File: config.mk
export PLATFORM = sky130hd
export DESIGN_NAME = fifo_rd_ctrl
export DESIGN_NICKNAME = d
export VERILOG_FILES = /design/src/rtl/fifo_rd_pkg.sv /design/src/rtl/fifo_rd_skid.sv /design/src/rtl/fifo_rd_ctrl.sv
export SDC_FILE = /design/constraint.sdc
export NUM_CORES = 1
export LEC_CHECK = 0
export ABC_AREA = 1
export ABC_CLOCK_PERIOD_IN_PS = 4270
export CAP_MARGIN = 30
export CORE_AREA = 5 5 62 64
export CTS_CLUSTER_DIAMETER = 50
export DETAILED_ROUTE_END_ITERATION = 12
export DIE_AREA = 0 0 67 69
export GPL_TIMING_DRIVEN = 0
export HOLD_SLACK_MARGIN = 0.05
export PLACE_DENSITY = 0.8
export SLEW_MARGIN = 20
export SYNTH_ARGS = -nofsm -noshare
export SYNTH_HDL_FRONTEND = slang
export SYNTH_SLANG_ARGS = --single-unit
File: constraint.sdc
create_clock -name clk_i -period 4.27 [get_ports clk_i]
set_input_delay 1.281 -clock clk_i [delete_from_list [all_inputs] [get_ports clk_i]]
set_output_delay 1.281 -clock clk_i [all_outputs]
set_load 0.01 [all_outputs]
File: src/rtl/fifo_rd_pkg.sv
// fifo_rd_pkg: shared state encoding and sizing for the FIFO read controller
package fifo_rd_pkg;
    typedef enum logic [1:0] {IDLE, ACTIVE, FLUSH} state_t;
    localparam int BUF_DEPTH = 3;
    localparam int OCC_W = 2;
    localparam int CNT_W = 16;
endpackage

File: src/rtl/fifo_rd_skid.sv
// fifo_rd_skid: 3-entry in-order buffer, head always at entry 0
module fifo_rd_skid import fifo_rd_pkg::*; #(
    parameter int WIDTH = 8
) (
    input  logic             clk_i,
    input  logic             push,
    input  logic             pop,
    input  logic             clear,
    input  logic [WIDTH-1:0] data,
    output logic [WIDTH-1:0] head,
    output logic [OCC_W-1:0] occ
);
    logic [BUF_DEPTH-1:0][WIDTH-1:0] mem, mem_nxt;
    logic [OCC_W-1:0] wr_idx;
    assign wr_idx = occ - OCC_W'(pop);
    assign head = mem[0];
    // shift toward the head on pop, then place the pushed word behind the survivors
    always_comb begin
        mem_nxt = pop ? mem >> WIDTH : mem;
        if (push) mem_nxt[wr_idx] = data;
    end
    // clear empties the buffer and zeroes the head so stale data never shows
    always_ff @(posedge clk_i) begin
        if (clear) begin
            mem <= '0;
            occ <= '0;
        end else begin
            mem <= mem_nxt;
            occ <= occ + OCC_W'(push) - OCC_W'(pop);
        end
    end
endmodule

File: src/rtl/fifo_rd_ctrl.sv
// fifo_rd_ctrl: turns a synchronous FIFO into a valid/ready stream; FIFO_RD_CNT_EN adds a transfer counter
module fifo_rd_ctrl import fifo_rd_pkg::*; #(
    parameter int WIDTH = 8
) (
    input  logic             clk_i,
    input  logic             rst_i,
    input  logic             fifo_empty_i,
    input  logic [WIDTH-1:0] fifo_rdata_i,
    output logic             fifo_rd_en_o,
    output logic [WIDTH-1:0] m_data_o,
    output logic             m_valid_o,
    input  logic             m_ready_i,
    input  logic             flush_i,
    output logic             drop_o
`ifdef FIFO_RD_CNT_EN
    ,
    output logic [CNT_W-1:0] count_o
`endif
);
    state_t state, state_nxt;
    logic infl, push, pop;
    logic [OCC_W-1:0] occ;
    logic [OCC_W:0] pend, pend_nxt;
    assign pend = {1'b0, occ} + (OCC_W+1)'(infl);
    assign pend_nxt = {1'b0, occ} + (OCC_W+1)'(push) - (OCC_W+1)'(pop) + (OCC_W+1)'(fifo_rd_en_o);
    assign fifo_rd_en_o = rst_i && state != FLUSH && !fifo_empty_i && pend < (OCC_W+1)'(BUF_DEPTH);
    assign m_valid_o = rst_i && state != FLUSH && occ != '0;
    assign push = infl && state != FLUSH && !flush_i;
    assign pop = m_valid_o && m_ready_i && !flush_i;
    fifo_rd_skid #(.WIDTH(WIDTH)) u_skid (
        .clk_i(clk_i),
        .push (push),
        .pop  (pop),
        .clear(!rst_i || flush_i),
        .data (fifo_rdata_i),
        .head (m_data_o),
        .occ  (occ)
    );
    // flush wins; FLUSH waits out the in-flight word; otherwise track whether anything is pending
    always_comb begin
        state_nxt = state;
        if (flush_i) state_nxt = FLUSH;
        else if (state == FLUSH) state_nxt = infl ? FLUSH : IDLE;
        else state_nxt = pend_nxt != '0 ? ACTIVE : IDLE;
    end
    // state, in-flight flag and drop pulse
    always_ff @(posedge clk_i) begin
        if (!rst_i) begin
            state <= IDLE;
            infl <= 1'b0;
            drop_o <= 1'b0;
        end else begin
            state <= state_nxt;
            infl <= fifo_rd_en_o;
            drop_o <= flush_i && pend != '0;
        end
    end
`ifdef FIFO_RD_CNT_EN
    // transfer counter, wraps naturally and ignores flush
    always_ff @(posedge clk_i) begin
        if (!rst_i) count_o <= '0;
        else if (pop) count_o <= count_o + 1'b1;
    end
`endif
endmodule

* After elaboration in Yosys (flattened, before gate mapping)
Cells that the tools add are included.
** Cells by class
- Add/sub/neg operators :: 7
- $lt $le $gt $ge :: 3
- Equality and inequality tests :: 2
- Mux-type cells :: 9
- Bitwise logic cells :: 1
- Reductions and logical operators :: 18
** Operators by type and width (number)
- 2-to-1 mux 24 bit :: 2
- bitwise mux 24 bit :: 1
- demux 8 bit (select 2 bit) :: 1
- logical AND 1 bit :: 10
- 2-to-1 mux 8 bit :: 1
- adder 2 x 1 -> 3 bit :: 2
- 2-to-1 mux 2 bit :: 3
- nonzero test 3 bit :: 2
- subtractor 2 x 1 -> 2 bit :: 2
- adder 3 x 1 -> 3 bit :: 1
- logical NOT 1 bit :: 3
- less-than comparator 2 x 3 -> 1 bit (second input constant) :: 1
- less-than comparator 3 x 2 -> 1 bit (second input constant) :: 1
- subtractor 3 x 1 -> 3 bit :: 1
- adder 2 x 1 -> 2 bit :: 1
- equality test 2 bit (second input constant) :: 1
- >= comparator 2 x 1 -> 1 bit (second input constant) :: 1
- inequality test 2 bit (second input constant) :: 1
- nonzero test 2 bit :: 1
- OR reduction 2 bit :: 1
- logical OR 1 bit :: 1
- 2-to-1 mux 1 bit :: 1
- inverter 1 bit :: 1
** Storage, ports and cells
- Register bits :: 30
- Input bits :: 13
- Word-level logic and storage cells :: 48

* Depth between registers and ports, before layout
Gate-level depths: netlist (run 1).
- Depth in word-level cells :: 12
- Mapped depth :: 14
- Depth with buffers taken out :: 13

* Modules after synthesis
Synthesis (run 1) repeated with hierarchy kept, for this count alone.
** Unflattened totals
- Cells, all modules :: 238
- Area, all modules :: 1629.1 sq um
** By module, submodules not included
- fifo_rd_skid :: times used 1, cells each 194, area each 1328.8 sq um, sequential area each 520.5 sq um
- fifo_rd_ctrl :: times used 1, cells each 44, area each 300.3 sq um, sequential area each 80.1 sq um

* Least setup slack after synthesis (run 1)
OpenSTA, ideal clock, no wires.
- Kind :: input to register
- Start point :: input port rst_i
- End point :: register state[0]
- Setup time :: 0.111 ns
- Arrival :: 3.187 ns
- Data required time :: 4.159 ns
- Setup slack :: 0.973 ns
- Stages on the path :: 13
- Path buffers :: 2
- Path through :: inv_2 a21oi_4 buf_6 buf_4 and3_1 inv_1 fa_1 inv_1 fa_1 a21oi_1 o211ai_1 nand3_1 inv_1
** On the way
- Elaborated cells on any way between the ends :: 13
- Those cells by class :: 2 x add/sub; 2 x mux; 1 x bitwise; 8 x reduce/logical
** RTL lines
- start, declared :: RTL line fifo_rd_ctrl.sv:6 : input logic rst_i,
- logical AND 1 bit (3 in a row) :: RTL line fifo_rd_ctrl.sv:26 : assign fifo_rd_en_o = rst_i && state != FLUSH && !fifo_empty_i && pend < (OCC_W+1)'(BUF_DEPTH);
- named net fifo_rd_en_o :: RTL line fifo_rd_ctrl.sv:9 : output logic fifo_rd_en_o,
- adder 3 x 1 -> 3 bit :: RTL line fifo_rd_ctrl.sv:25 : assign pend_nxt = {1'b0, occ} + (OCC_W+1)'(push) - (OCC_W+1)'(pop) + (OCC_W+1)'(fifo_rd_en_o);
- nonzero test 3 bit :: RTL line fifo_rd_ctrl.sv:44 : else state_nxt = pend_nxt != '0 ? ACTIVE : IDLE;
- 2-to-1 mux 1 bit :: RTL line fifo_rd_ctrl.sv:44
- 2-to-1 mux 2 bit :: RTL line fifo_rd_ctrl.sv:43 : else if (state == FLUSH) state_nxt = infl ? FLUSH : IDLE;
- end signal, assigned :: RTL line fifo_rd_ctrl.sv:53 : state <= state_nxt;
- end, declared :: RTL line fifo_rd_ctrl.sv:20 : state_t state, state_nxt;
The timed path passes the listed nets, and every way through them passes these cells.
A chain may end at the register's enable or synchronous reset.

* Worst setup path in the final report (run 1)
- Start point :: input port rst_i
- End point :: output port fifo_rd_en_o
** On the way
- Word-level cells in the longest chain between the ends :: 3
** Ends and longest elaborated chain (RTL line)
- logical AND 1 bit (3 in a row) :: fifo_rd_ctrl.sv:26
- end, declared :: fifo_rd_ctrl.sv:9
Every way passes these cells.

==> results of run 1 <==
-- final timing paths --
| path | startpoint | to | cells past startpoint |
|---|---|---|---|
| max | rst_i | fifo_rd_en_o | 7 |
| min | u_skid.mem[22] | u_skid.mem[22] | 2 |
| max reg2reg | u_skid.occ[1] | state[0] | 13 |
| min reg2reg | u_skid.mem[22] | u_skid.mem[22] | 2 |
-- logic make-up (layout without fill, tap and decap cells) --
logic type,Yosys count,after routing,share of synthesized area
flip-flops,30,30,0.342
AO/OA/AOI/OAI,38,38,0.118
adder cells (fa/ha/maj),7,7,0.0584
buffers and inverters,60,93,0.168
AND/OR/NAND/NOR,97,97,0.314
-- registers in the layout, summed over array words and instances, names as in the netlist --
signal,cells
u_skid.mem,16
state,2
u_skid.head,8
drop_o,1
u_skid.occ,2
infl,1
-- power by group --
| group | leakage, nW | internal, mW | switching, mW |
|---|---|---|---|
| registers | 0.242 | 0.283 | 0.00187 |
| logic | 0.872 | 0.0317 | 0.0393 |
| clock network | 0.0353 | 0.0797 | 0.103 |
| total | 1.15 | 0.394 | 0.145 |
-- per-layer routing --
layer	vias up	GRT usage
met5	-	0
met4	0	0.0743
met3	7	0.0633
met2	47	0.269
met1	709	0.256
li1	814	-
-- critical path: stages --
cell	delay (ps)
sky130_fd_sc_hd__clkdlybuf4s50_1	500
sky130_fd_sc_hd__inv_2	70
sky130_fd_sc_hd__a21oi_4	160
sky130_fd_sc_hd__buf_6	140
sky130_fd_sc_hd__buf_4	160
sky130_fd_sc_hd__and3_1	180
sky130_fd_sc_hd__dlygate4sd2_1	270
-- layout by cell type, fill, tap and decap left out, drive strengths merged --
master	synthesis	final
a21oi	27	27
and3	2	2
buf	17	19
clkbuf	0	7
clkdlybuf4s50	0	21
clkinv	0	1
dfxtp	30	30
dlygate4sd2	0	1
dlymetal6s2s	0	1
fa	2	2
ha	5	5
inv	43	43
nand2	50	50
nand3	19	19
nand4	17	17
nor2	8	8
nor3	1	1
o211ai	1	1
o21ai	9	9
o31ai	1	1
-- repair_timing --
item                                    in CTS  in global routing
setup buffers                                0                  2
resized for setup                            1                  1
endpoints found under the setup margin       1                  1
endpoints found under the hold margin        0                  0
hold buffers                                 0                  0
-- layout make-up --
cell class / count / area [um2]
fill: 293 / 1110
multi-input combinational: 142 / 860
sequential: 30 / 601
timing repair buffer: 25 / 246
inverter: 43 / 164
buffer: 17 / 131
tap: 46 / 57.6
clock buffer: 7 / 55.1
clock inverter: 1 / 5.00
-- through the flow --
stage | utilization | setup TNS [ps]
after floorplan | - | 0
after global placement | 0.632 | -67.5
final | 0.656 | 0
after CTS | 0.650 | 0
after detailed placement | 0.632 | -73.1
after global routing | 0.656 | 0
==> impl_summary.txt, run 1 <==
----------------------------------------------------
[Clocking]
  Clock network latency to the later pin of the worst-skew pair ... 340 ps
  H-tree Lvls ... 2
  CTS sink cnt ... 30
  Maximum clock insertion buffer count ... 2
  TritonCTS buffer count ... 5
  Clock slew seen by the registers of the worst setup and hold paths ... 100 ps
  CTS tree ... built
  Buffer cell driving the clock tree root ... sky130_fd_sc_hd__clkbuf_4

[Drt]
  Metal1 wirelength ... 1820 um
  Detailed-router iteration count before antenna repair ... 4
  DRT iter0 DRCs ... 102
  Routed len/inst ... 12.5 um
  Total via count in the routed design ... 1577
  Uppermost signal routing layer after detailed routing ... met4
  Routed length on met3 ... 297 um
  Final routed DRC violation total ... 0
  Via count normalized by instance count ... 5.07
  Number of routed nets with antenna violations ... 0
  Met2 WL ... 1720 um
  Total Wirelength ... 3890 um

[Worst setup path]
  Setup slack on the worst flop-to-flop path ... 1620 ps
  Critical setup path kind ... in -> out
  Req. time, crit path ... 2990 ps
  Worst Setup Start Kind ... primary input
  Largest driver fanout on the critical path ... 10
  Arrival time worst endpoint ... 2760 ps
  Element type at the critical path end ... output pin

[Placed design]
  Total placed cells including tap cells ... 301
  Detailed placer's ending HPWL ... 2590 um
  Input/output buffers ... 23
  Post-placement worst setup slack ... -73.1 ps
  Global placement routability congestion ... 0.824
  Post-place instance area ... 2040 um2

[Floorplanning]
  Die footprint ... 4620 um2
  Height of the die ... 69 um
  Starting density of the core ... 0.543
  Core Rows ... 21
  Die Span X ... 67 um
  Placeable core region ... 3230 um2
  IO Count ... 24

[Synthesis]
  Yosys top cell area share ... 0.342
  Most frequent cells after synthesis ... sky130_fd_sc_hd__nand2_1, sky130_fd_sc_hd__inv_1, sky130_fd_sc_hd__dfxtp_1
  Biggest area consumer among synthesized cells ... sky130_fd_sc_hd__dfxtp_1
  Average cell area after synthesis ... 7.57 um2
  Sequential area share after synthesis ... 0.342
  Post-synth design cell area ... 1760 um2
  Area contributors post-synth ... sky130_fd_sc_hd__dfxtp_1, sky130_fd_sc_hd__nand2_1, sky130_fd_sc_hd__inv_1, sky130_fd_sc_hd__a21oi_1, sky130_fd_sc_hd__nand4_1
  Most common flop cell mapped by yosys ... sky130_fd_sc_hd__dfxtp_1
  Number of flops mapped to enable cells by yosys ... 0
  Number of warnings reported in the yosys synthesis log ... 0
  Count leader, synth ... sky130_fd_sc_hd__nand2_1
  Yosys reg bits ... 30
  Number of instances in the synthesized netlist ... 232
  Nets in the synthesized netlist ... 252
  Count of distinct cell types in the synthesized netlist ... 29
  Share of async-settable or async-resettable flops after synthesis ... 0

[STA]
  Share of the clock period used by the worst path after layout ... 0.945
  Worst path setup slack after routing ... 233 ps
  Post-Route Skew ... 9.59 ps
  Post-layout minimum cycle time ... 4040 ps
  Final hold violation count ... 0
  Relative max-transition margin ... 0.815
  Maximum clock rate ... 248 MHz
  Final setup violation count ... 0
  Unrepaired setup endpoints after global routing ... false
  Hold Worst Slack ... 468 ps
  Pins Over Slew Limit ... 0
  Slew at the pin closest to its max-slew limit ... 276 ps

[Layout]
  Design area ... 2120 um2
  Fraction of final layout cells with drive strength greater than 1 ... 0.185
  Final nets ... 284
  Final Instance Count excl. Fillers ... 311
  Number of antenna repair diodes ... 0
  Area Overhead vs Synth ... 20.7%

[Job]
  Max-cap violation count ... 0

[Outcome]
  Result of the run ... complete, no violations

[Global route]
  Initial antenna violation count ... 0
  Number of global-route vias before repair ... 1482
  Overall fraction of global-route tracks in use ... 0.188
  Maximum number of pins on one net before global-route repair ... 11
  Remaining global-route overflow ... 0
  First-pass GRT wire length ... 6800 um

[Pwr]
  Leakage power total ... 1.15 nW
  Power, Total ... 0.539 mW
  Pwr Density ... 254 nW/um2
  Peak ir drop on the vdd network ... 0.189 mV

[Hold path]
  Class of the worst hold path ... reg -> reg

----------------------------------------------------
(Power assumes the default switching activity.)
==> run 2: changes to the inputs <==
CORE_AREA = 5 5 66 68   (was 5 5 62 64)
DIE_AREA = 0 0 71 73   (was 0 0 67 69)
PLACE_DENSITY = 0.71   (was 0.8)
==> impl_summary.txt, run 2 (synthesis gave the netlist of run 1 again) <==
----------------------------------------------------
[Outcome]
  Result of the run ... complete, no violations

[Drt]
  Total Wirelength ... 4210 um
  Routed len/inst ... 13.5 um
  Via count normalized by instance count ... 4.99
  Total via count in the routed design ... 1556
  Number of routed nets with antenna violations ... 0
  Detailed-router iteration count before antenna repair ... 4
  Final routed DRC violation total ... 0
  DRT iter0 DRCs ... 187

[Floorplanning]
  Placeable core region ... 3800 um2
  Core Rows ... 23
  Die Span X ... 71 um
  Die footprint ... 5180 um2
  Starting density of the core ... 0.462
  IO Count ... 24
  Height of the die ... 73 um

[Layout]
  Largest register FFs ... 16
  Final Instance Count excl. Fillers ... 312
  Highest-count cells in the layout ignoring fill and taps ... sky130_fd_sc_hd__nand2_1, sky130_fd_sc_hd__inv_1, sky130_fd_sc_hd__dfxtp_1
  Register with the highest flop count ... u_skid.mem
  Sequential cell area ... 601 um2
  Fraction of final layout cells with drive strength greater than 1 ... 0.179
  Area Overhead vs Synth ... 21.6%
  Footprint of the multi-input gates ... 860 um2
  Final nets ... 281
  Number of antenna repair diodes ... 0
  Fillers ... 369
  Leading cell type in the layout, fill and taps excluded ... sky130_fd_sc_hd__nand2_1

[Hold path]
  Class of the worst hold path ... reg -> reg

[Worst setup path]
  Beginning of the worst register-to-register path ... u_skid.occ[1]
  Req. time, crit path ... 2990 ps
  Largest driver fanout on the critical path ... 19
  Reg-to-Reg End ... state[0]
  Critical setup path kind ... in -> out
  CP peak stage delay ... 520 ps
  Combined buffer and inverter count along the critical path ... 5
  Worst setup path start ... rst_i
  Worst Setup Start Kind ... primary input
  Critical path destination ... m_valid_o
  Arrival time worst endpoint ... 2860 ps
  Setup slack on the worst flop-to-flop path ... 1570 ps
  Element type at the critical path end ... output pin
  Worst Reg2Reg Path Length in Cells ... 13
  Most used cell along the critical path ... sky130_fd_sc_hd__clkdlybuf4s50_1
  Crit path max-delay family ... buffers and inverters
  Logic depth of the worst path, buffers included ... 7
  Cell-by-cell listing of the critical path ... clkdlybuf4s50_1, inv_2, a21oi_4, buf_6, nand2_1, inv_1, clkdlybuf4s50_1
  Worst-path cell with the longest stage delay ... sky130_fd_sc_hd__clkdlybuf4s50_1

[STA]
  Maximum clock rate ... 242 MHz
  Slew at the pin closest to its max-slew limit ... 280 ps
  Final setup violation count ... 0
  Post-Route Skew ... 5.79 ps
  Relative max-transition margin ... 0.813
  Share of the clock period used by the worst path after layout ... 0.969
  Pins Over Slew Limit ... 0
  Unrepaired setup endpoints after global routing ... false
  Final hold violation count ... 0
  Post-layout minimum cycle time ... 4140 ps

[Global route]
  Initial antenna violation count ... 0
  Remaining global-route overflow ... 0
  First-pass GRT wire length ... 6830 um
  Overall fraction of global-route tracks in use ... 0.172
  Number of global-route vias before repair ... 1425
  Maximum number of pins on one net before global-route repair ... 20

[Pwr]
  Peak ir drop on the vdd network ... 0.171 mV
  Leakage power total ... 1.13 nW
  Pwr Density ... 279 nW/um2
  Power, Total ... 0.596 mW

[Job]
  Max-cap violation count ... 0

[Clocking]
  Hold-fix buffers at CTS ... 0
  TritonCTS buffer count ... 5
  Clock network latency to the later pin of the worst-skew pair ... 290 ps
  Buffer cell driving the clock tree root ... sky130_fd_sc_hd__clkbuf_8
  Clock slew seen by the registers of the worst setup and hold paths ... 70 ps
  CTS tree ... built
  H-tree Lvls ... 2
  CTS sink cnt ... 30
  Maximum clock insertion buffer count ... 2

[Placed design]
  Input/output buffers ... 23
  Global placement routability congestion ... 0.800
  Detailed placer's ending HPWL ... 2990 um
  Total placed cells including tap cells ... 305

----------------------------------------------------
==> run 2: changes by cell type in the layout (fill, tap and decap cells not counted), sizes merged <==
cell and change:
clkbuf -1, clkdlybuf4s50 +1, dlymetal6s2s -1, buf -3, clkinvlp +1
==> run 2: power breakdown <==
group | internal, mW | total [mW] | switching (mW)
sequential | 0.283 | 0.285 | 0.00196
clock | 0.129 | 0.243 | 0.114
combinational | 0.0293 | 0.0683 | 0.0389
==> run 2: worst reg2reg max path, delay by kind of cell (launching register included) <==
family | cells | cell delay, ps
AND/OR/NAND/NOR | 3 | 380
buffers and inverters | 5 | 500
adder cells (fa/ha/maj) | 3 | 1010
flip-flops | 1 | 470
AO/OA/AOI/OAI | 2 | 230
==> run 2: worst min-delay path by stage <==
stage	depth (start not counted)	slack, ps	from	endpoint
3_3_place_gp	2	450	u_skid.mem[22]	u_skid.mem[22]
2_1_floorplan	2	440	u_skid.mem[22]	u_skid.mem[22]
6_report	2	470	u_skid.mem[22]	u_skid.mem[22]
4_1_cts	2	460	u_skid.mem[16]	u_skid.mem[16]
5_1_grt	2	480	u_skid.mem[16]	u_skid.mem[16]
3_5_place_dp	2	450	u_skid.mem[16]	u_skid.mem[16]
==> run 2: area by class of cell <==
type                    instances  share of cell area
multi-input cells             142               0.403
flip-flops and latches         30               0.281
repair buffers                 23               0.107
inverters                      43              0.0768
plain buffers                  16              0.0580
clock buffers                   6              0.0387
well taps                      50              0.0293
clock inverters                 2             0.00586
==> run 2: timing repair <==
item,CTS,global route
setup buffers,0,0
resized for setup,1,0
endpoints found under the setup margin,2,0
==> run 2: routing by layer <==
layer / wire length (um) / up-vias / GRT usage
met1: 1930 / 706 / 0.221
met4: 59 / 0 / 0.0793
met5: 0 / - / 0
met2: 1980 / 42 / 0.260
li1: - / 804 / -
met3: 244 / 4 / 0.0592
==> run 2: per-stage QoR <==
stage                      util  worst slack [ps]  area, um2  hold WS (ps)  TNS, ps
final                     0.562               133       2130           467        0
after global routing      0.562              37.2       2130           479        0
after global placement    0.539             -69.6       2050           447    -69.6
after detailed placement  0.539             -83.7       2050           453    -86.0
after CTS                 0.562               127       2130           464        0
after floorplan               -               973       1760           438        0
==> run 3: changes to the inputs <==
SETUP_SLACK_MARGIN = 0.05   (was unset)
==> impl_summary.txt, run 3 (synthesis gave the netlist of run 1 again) <==
----------------------------------------------------
[Drt]
  DRT iter0 DRCs ... 187
  Routed len/inst ... 13.5 um
  Via count normalized by instance count ... 5.00
  Number of routed nets with antenna violations ... 0
  Total via count in the routed design ... 1561
  Total Wirelength ... 4230 um
  Final routed DRC violation total ... 0
  Detailed-router iteration count before antenna repair ... 4

[STA]
  Final setup violation count ... 0
  Relative max-transition margin ... 0.813
  Share of the clock period used by the worst path after layout ... 0.966
  Post-Route Skew ... 5.84 ps
  Post-layout minimum cycle time ... 4130 ps
  Maximum clock rate ... 242 MHz
  Pins Over Slew Limit ... 0
  Final hold violation count ... 0
  Unrepaired setup endpoints after global routing ... false
  Hold Worst Slack ... 467 ps
  Slew at the pin closest to its max-slew limit ... 280 ps

[Global route]
  Initial antenna violation count ... 0
  First-pass GRT wire length ... 6830 um
  Maximum number of pins on one net before global-route repair ... 20
  Number of global-route vias before repair ... 1425
  Remaining global-route overflow ... 0
  Overall fraction of global-route tracks in use ... 0.172

[Job]
  Max-cap violation count ... 0

[Placed design]
  Detailed placer's ending HPWL ... 2990 um
  Input/output buffers ... 23
  Post-place instance area ... 2050 um2
  Total placed cells including tap cells ... 305
  Global placement routability congestion ... 0.800

[Clocking]
  Buffer cell driving the clock tree root ... sky130_fd_sc_hd__clkbuf_8
  Buffer count from post-CTS setup fixing ... 0
  CTS sink cnt ... 30
  Clock network latency to the later pin of the worst-skew pair ... 290 ps
  Maximum clock insertion buffer count ... 2
  TritonCTS buffer count ... 5
  Clock slew seen by the registers of the worst setup and hold paths ... 70 ps
  CTS tree ... built
  H-tree Lvls ... 2

[Layout]
  Leading cell type in the layout, fill and taps excluded ... sky130_fd_sc_hd__nand2_1
  Final nets ... 281
  Area Overhead vs Synth ... 21.8%
  Fraction of final layout cells with drive strength greater than 1 ... 0.179
  Sequential cell area ... 601 um2
  Final Instance Count excl. Fillers ... 312
  Largest register FFs ... 16
  Highest-count cells in the layout ignoring fill and taps ... sky130_fd_sc_hd__nand2_1, sky130_fd_sc_hd__inv_1, sky130_fd_sc_hd__dfxtp_1
  Register with the highest flop count ... u_skid.mem
  Utilization of the core after routing ... 0.563
  Number of antenna repair diodes ... 0
  Fillers ... 369
  Design area ... 2140 um2
  Footprint of the multi-input gates ... 860 um2

[Worst setup path]
  Element type at the critical path end ... output pin
  Worst Setup Start Kind ... primary input
  Req. time, crit path ... 2990 ps
  Arrival time worst endpoint ... 2840 ps
  Largest driver fanout on the critical path ... 19
  Critical setup path kind ... in -> out

[Floorplanning]
  Core Rows ... 23
  Starting density of the core ... 0.462
  Height of the die ... 73 um
  Die footprint ... 5180 um2
  Die Span X ... 71 um
  Placeable core region ... 3800 um2
  IO Count ... 24

[Hold path]
  Class of the worst hold path ... reg -> reg

[Pwr]
  Leakage power total ... 1.13 nW
  Pwr Density ... 280 nW/um2
  Power, Total ... 0.599 mW
  Peak ir drop on the vdd network ... 0.171 mV

[Outcome]
  Result of the run ... complete, no violations

----------------------------------------------------
run 3: changes by cell type in the layout (fill, tap and decap cells not counted):
cell,delta
sky130_fd_sc_hd__buf_8,+1
sky130_fd_sc_hd__buf_6,-1
run 3: where the power goes:
group	switching, mW	total [mW]	internal, mW
sequential	0.00196	0.285	0.283
combinational	0.0392	0.0690	0.0298
clock	0.116	0.245	0.129
run 3: final timing paths:
path | startpoint | endpoint | slack [ps] | depth (start not counted)
setup / recovery | rst_i | m_valid_o | 140 | 7
hold reg to reg | u_skid.mem[22] | u_skid.mem[22] | 470 | 2
setup reg to reg | u_skid.occ[1] | state[0] | 1570 | 13
hold / removal | u_skid.mem[22] | u_skid.mem[22] | 470 | 2
run 3: layer usage:
layer / track usage / vias up / share of wire
met1: 0.221 / 709 / 0.46
met5: 0 / - / 0
met2: 0.260 / 41 / 0.47
met4: 0.0793 / 0 / 0.019
met3: 0.0592 / 6 / 0.054
li1: - / 805 / -
run 3: final cells by class:
type,instances,share of cell area
flip-flops and latches,30,0.281
clock inverters,2,0.00585
plain buffers,16,0.0597
clock buffers,6,0.0386
well taps,50,0.0293
repair buffers,23,0.107
inverters,43,0.0767
multi-input cells,142,0.402
run 3: per-stage QoR:
stage,setup WS [ps],TNS (ps)
floorplan,973,0
global placement,-69.6,-69.6
detailed placement,-83.7,-86.0
CTS,127,0
global route,51.8,0
finish,144,0
run 3: critical path, cell delays in order:
cell and delay (ps):
sky130_fd_sc_hd__clkdlybuf4s50_1 490, sky130_fd_sc_hd__inv_2 60, sky130_fd_sc_hd__a21oi_4 160, sky130_fd_sc_hd__buf_8 190, sky130_fd_sc_hd__nand2_1 70, sky130_fd_sc_hd__inv_1 50
sky130_fd_sc_hd__clkdlybuf4s50_1 520
run 3: timing repair:
| item | CTS | global route |
|---|---|---|
| hold buffers | 0 | 0 |
| endpoints found under the setup margin | 2 | 1 |
| resized for setup | 1 | 1 |
